File: src/rtl/i2c_bus_frontend_pkg.sv
// i2c_bus_frontend_pkg: shared state encodings and constants for the I2C bus front end
package i2c_bus_frontend_pkg;
   localparam logic [1:0] IDLE = 2'd0;
   localparam logic [1:0] BITS = 2'd1;
   localparam logic [1:0] ACK  = 2'd2;
   localparam int FILTER_LEN_DEFAULT = 3;
   localparam int I2C_BITS_PER_BYTE = 8;
endpackage

File: src/rtl/i2c_line_filter.sv
// i2c_line_filter: 2-flop synchroniser plus de-glitch counter for one open-drain line
module i2c_line_filter
   import i2c_bus_frontend_pkg::*;
#(
   parameter int FILTER_LEN = FILTER_LEN_DEFAULT
) (
   input  logic clk,
   input  logic rst_n,
   input  logic raw,
   output logic clean
);
   logic [1:0] sync;
   logic [3:0] cnt;
   logic [3:0] cnt_nx;
   assign cnt_nx = cnt + 4'd1;
   // Line only flips after FILTER_LEN consecutive disagreeing samples
   always_ff @(posedge clk or negedge rst_n)
      if (!rst_n) begin
         sync  <= 2'b11;
         cnt   <= '0;
         clean <= 1'b1;
      end else begin
         sync <= {sync[0], raw};
         if (sync[1] == clean) cnt <= '0;
         else if (cnt_nx == 4'(FILTER_LEN)) begin
            cnt   <= '0;
            clean <= sync[1];
         end else cnt <= cnt_nx;
      end
endmodule

File: src/rtl/i2c_bus_frontend.sv
// i2c_bus_frontend: filtered SCL/SDA, START/STOP detection and byte/ACK deserialisation
module i2c_bus_frontend
   import i2c_bus_frontend_pkg::*;
#(
   parameter int FILTER_LEN = FILTER_LEN_DEFAULT
) (
   input  logic       clk,
   input  logic       rst_n,
   input  logic       scl_in,
   input  logic       sda_in,
   output logic       scl_clean,
   output logic       sda_clean,
   output logic       scl_rise,
   output logic       scl_fall,
   output logic       start_det,
   output logic       stop_det,
   output logic       bus_busy,
   output logic       byte_valid,
   output logic [7:0] byte_data,
   output logic       ack_valid,
   output logic       ack_value,
   output logic [3:0] bit_index
);
   logic       scl_q;
   logic       sda_q;
   logic       scl_hi;
   logic [1:0] state;
   logic [6:0] shreg;
   i2c_line_filter #(.FILTER_LEN(FILTER_LEN)) u_scl (.clk(clk), .rst_n(rst_n), .raw(scl_in), .clean(scl_clean));
   i2c_line_filter #(.FILTER_LEN(FILTER_LEN)) u_sda (.clk(clk), .rst_n(rst_n), .raw(sda_in), .clean(sda_clean));
   // SCL must be high before and after the SDA edge, so simultaneous changes never qualify
   assign scl_hi   = scl_clean & scl_q;
   assign bus_busy = state != IDLE;
   always_ff @(posedge clk or negedge rst_n)
      if (!rst_n) begin
         scl_q     <= 1'b1;
         sda_q     <= 1'b1;
         scl_rise  <= 1'b0;
         scl_fall  <= 1'b0;
         start_det <= 1'b0;
         stop_det  <= 1'b0;
      end else begin
         scl_q     <= scl_clean;
         sda_q     <= sda_clean;
         scl_rise  <= scl_clean & ~scl_q;
         scl_fall  <= ~scl_clean & scl_q;
         start_det <= scl_hi & sda_q & ~sda_clean;
         stop_det  <= scl_hi & ~sda_q & sda_clean;
      end
   always_ff @(posedge clk or negedge rst_n)
      if (!rst_n) begin
         state      <= IDLE;
         bit_index  <= '0;
         shreg      <= '0;
         byte_data  <= '0;
         byte_valid <= 1'b0;
         ack_valid  <= 1'b0;
         ack_value  <= 1'b0;
      end else begin
         byte_valid <= 1'b0;
         ack_valid  <= 1'b0;
         if (stop_det) begin
            state     <= IDLE;
            bit_index <= '0;
         end else if (start_det) begin
            state     <= BITS;
            bit_index <= '0;
         end else if (scl_rise && state == BITS) begin
            shreg     <= {shreg[5:0], sda_clean};
            bit_index <= bit_index + 4'd1;
            if (bit_index == 4'(I2C_BITS_PER_BYTE - 1)) begin
               byte_data  <= {shreg, sda_clean};
               byte_valid <= 1'b1;
               state      <= ACK;
            end
         end else if (scl_rise && state == ACK) begin
            ack_valid <= 1'b1;
            ack_value <= sda_clean;
            bit_index <= '0;
            state     <= BITS;
         end
      end
endmodule

File: config.mk
export PLATFORM = sky130hd
export DESIGN_NAME = i2c_bus_frontend
export DESIGN_NICKNAME = d
export VERILOG_FILES = /design/src/rtl/i2c_bus_frontend_pkg.sv /design/src/rtl/i2c_line_filter.sv /design/src/rtl/i2c_bus_frontend.sv
export SDC_FILE = /design/constraint.sdc
export NUM_CORES = 1
export LEC_CHECK = 0
export BUFFER_PORTS_ARGS = -buffer_cell sky130_fd_sc_hd__buf_2
export CORE_ASPECT_RATIO = 2
export CORE_UTILIZATION = 35
export CTS_BUF_LIST = sky130_fd_sc_hd__clkbuf_8
export CTS_CLUSTER_SIZE = 40
export DETAILED_ROUTE_END_ITERATION = 8
export SYNTH_ARGS = -nofsm -noshare
export SYNTH_HDL_FRONTEND = slang
export SYNTH_HIERARCHICAL = 1
export SYNTH_SLANG_ARGS = --single-unit
File: constraint.sdc
create_clock -name clk -period 4.1 [get_ports clk]
set_input_delay 0.205 -clock clk [delete_from_list [all_inputs] [get_ports clk]]
set_output_delay 0.205 -clock clk [all_outputs]
set_load 0.01 [all_outputs]
==> results.toml <==
[run_status]
status = "completed"

[timing]
period_minus_slack_ns = 1.76
fmax_ghz = 0.570
setup_viol = 0
skew_ns = 0.0154
rsz0062_at_grt = "no"
worst_slew_pin_slew_ns = 0.975
final_max_slew_viol_count = 0
fin_tns_setup_ns = 0
hold_viol = 0
finalCritPeriodShare_pct = 42.8
relSlewSlack_pct = 35.0

[logic_synthesis]
synth_cell_types = 39
synth_nets = 153
yosysTopAreaCellShare_pct = 47.1
ys_seq_elements = 44
ys_top_cells_by_count = "36 x dfrtp_1, 10 x mux2_4, 8 x dfstp_2, 8 x mux2_1, 8 x nor2_1"
synthArstFlopShare_pct = 100
ys_warn_count = 6
synth_top_flop_cell = "dfrtp_1"
yosysMostFrequentCell = "dfrtp_1"
syn_inst = 144
synth-seq-area-share_pct = 58.1
synth_area_sq_um = 1910
netlist.top_cell.by_area = "dfrtp_1"
synth_top_cells_by_area = "dfrtp_1 47%, dfstp_2 11%, mux2_4 7.9%"
synth_edf_count = 0
avgSynthCellArea_sq_um = 13.3

[drt]
vias = 1226
ant_nets = 0
totalWireLength_mm = 3.48
drt-initial-drc-count = 30
drc = 0
wl_per_cell_um = 15.0
firstDrtPassIters = 5
via_per_inst = 5.28

[worst_setup_path]
endpoint = "u_sda/clean"
reg2regPathDepth = 4
end_kind = "register"
cp-startpoint = "u_sda/cnt[0]"
crit_path_start_kind = "register"
crit_arrival_ns = 1.97
cp_max_fo = 5
r2r-start = "u_sda/cnt[0]"
cp_data_required_time_ns = 4.31
critPathKind = "register to register"
r2r_end = "u_sda/clean"
r2r_slack_ns = 2.34

[floorplanning]
initial_core_util_pct = 36.9
io_pins = 26
dieHeight_um = 107
dieArea_sq_um = 5780
core_area_sq_um = 5180
die_w_um = 54.3
rows = 37

[global_route]
grtUsageMet3_pct = 3.72
grt_max_degree = 45
grtUsageTotal_pct = 14.2
grt_pass1_vias = 1244
top_usage_layer = "met2"
grt_antenna_before_repair = 0
grt_util_met1_pct = 16.0
grt_pass1_wl_mm = 5.85
met2_usage_pct = 23.7
overflow = 0

[cells_and_area]
drive_above_1_share_pct = 31.0
area_growth_pct = 14.3
num_antenna_cells = 0
fin_nets = 182

[pwr]
finalPower_mw = 1.41
vdd_ir_drop_max_mv = 0.378
powerDensity_nw_per_um2 = 645
static-leakage-power_nw = 1.09

[clock_tree]
cts_tree = "built"
cts_sinks = 44
cts_hold_buffers = 1
cts_buffer_depth = 2
post_cts_resized = 0
htree_levels = 2
cts_setup_buffers = 0
cts_inserted_buffers = 5
cts_root_buffer = "clkbuf_8"
worst_skew_pair.late_latency_ns = 0.29
path_clk_slew_ns = 0.08

[placement]
gp_congestion = 0.798
hpwl_mm = 2.46
io_buffers = 25

[job]
maxCapViolCount = 0

[worst_hold_path]
min_path_type = "primary input to asynchronous set/reset pin"
## cell usage in the layout (no fill, tap or decap), types with 3 or more instances in the layout
| cell type | count |
|---|---|
| a21oi_1 | 3 |
| buf_2 | 25 |
| clkbuf_8 | 5 |
| dfrtp_1 | 36 |
| dfstp_2 | 8 |
| ha_1 | 5 |
| inv_1 | 8 |
| mux2_1 | 8 |
| mux2_4 | 10 |
| nand2_1 | 6 |
| nand3_1 | 5 |
| nor2_1 | 8 |
| nor2b_1 | 4 |
| nor3_1 | 4 |
| xnor2_1 | 5 |
## through the flow
step                util [%]  std cells  setup WS [ns]  area, sq um  hold slack (ns)
global placement        40.2        222           2.44         2080            0.310
detailed placement      40.2        222           2.34         2080            0.311
global route            42.1        232           2.29         2180            0.131
finish                  42.1        232           2.34         2180           0.0680
floorplan                  -        144           2.46         1910          -0.0906
CTS                     41.9        231           2.33         2170          0.00191
## how the worst min path moves through the flow
| stage | startpoint | to | slack [ns] | cells after the start |
|---|---|---|---|---|
| 2_1_floorplan | rst_n | ack_valid | -0.09 | 0 |
| 3_3_place_gp | scl_in | u_scl/sync[0] | 0.31 | 1 |
| 3_5_place_dp | scl_in | u_scl/sync[0] | 0.31 | 1 |
| 4_1_cts | scl_in | u_scl/sync[0] | 0.002 | 1 |
| 5_1_grt | rst_n | u_scl/cnt[2] | 0.13 | 1 |
| 6_report | rst_n | u_scl/cnt[2] | 0.07 | 1 |
## power by group
part | internal [mW] | switching (mW)
clock | 0.115 | 0.139
combinational | 0.215 | 0.219
sequential | 0.571 | 0.150
total | 0.900 | 0.508
## critical path, cell delays in order, from the launching register on
cell     delay, ns
dfrtp_1       0.42
ha_1          0.25
or4b_1        0.57
o21ai_2       0.13
mux2_4        0.32
## state kept, by name, indices dropped and copies added (netlist names), 2 cells and up
name        flops
byte_data       8
shreg           7
bit_index       4
u_scl/cnt       4
u_sda/cnt       4
state           2
u_scl/sync      2
u_sda/sync      2
## area by class of cell
class	count	area, sq um
multi-input combinational	89	752
tap	58	72.6
inverter	6	22.5
clock inverter	3	12.5
fill	519	3000
sequential	44	1110
timing repair buffer	27	145
clock buffer	5	68.8
## layer usage
| layer | wire, um | part of all wire, % | vias to the layer above |
|---|---|---|---|
| met2 | 1970 | 57 | 33 |
| li1 | - | - | 561 |
| met3 | 139 | 4.0 | 4 |
| met1 | 1310 | 38 | 628 |
| met5 | 0 | 0 | - |
| met4 | 61 | 1.8 | 0 |
## kinds of logic (layout without fill, tap and decap cells)
group | Yosys count | in the layout | share of synthesized area, %
AOI/OAI and AO/OA | 14 | 14 | 5.37
xor gates and xnor gates | 7 | 7 | 3.21
adders and majority gates | 5 | 5 | 3.27
buffers and inverters | 11 | 41 | 2.55
DFF | 44 | 44 | 58.1
muxes | 19 | 19 | 13.1
and+or+nand+nor | 44 | 44 | 14.4
Power figures use the tool's default switching activity.
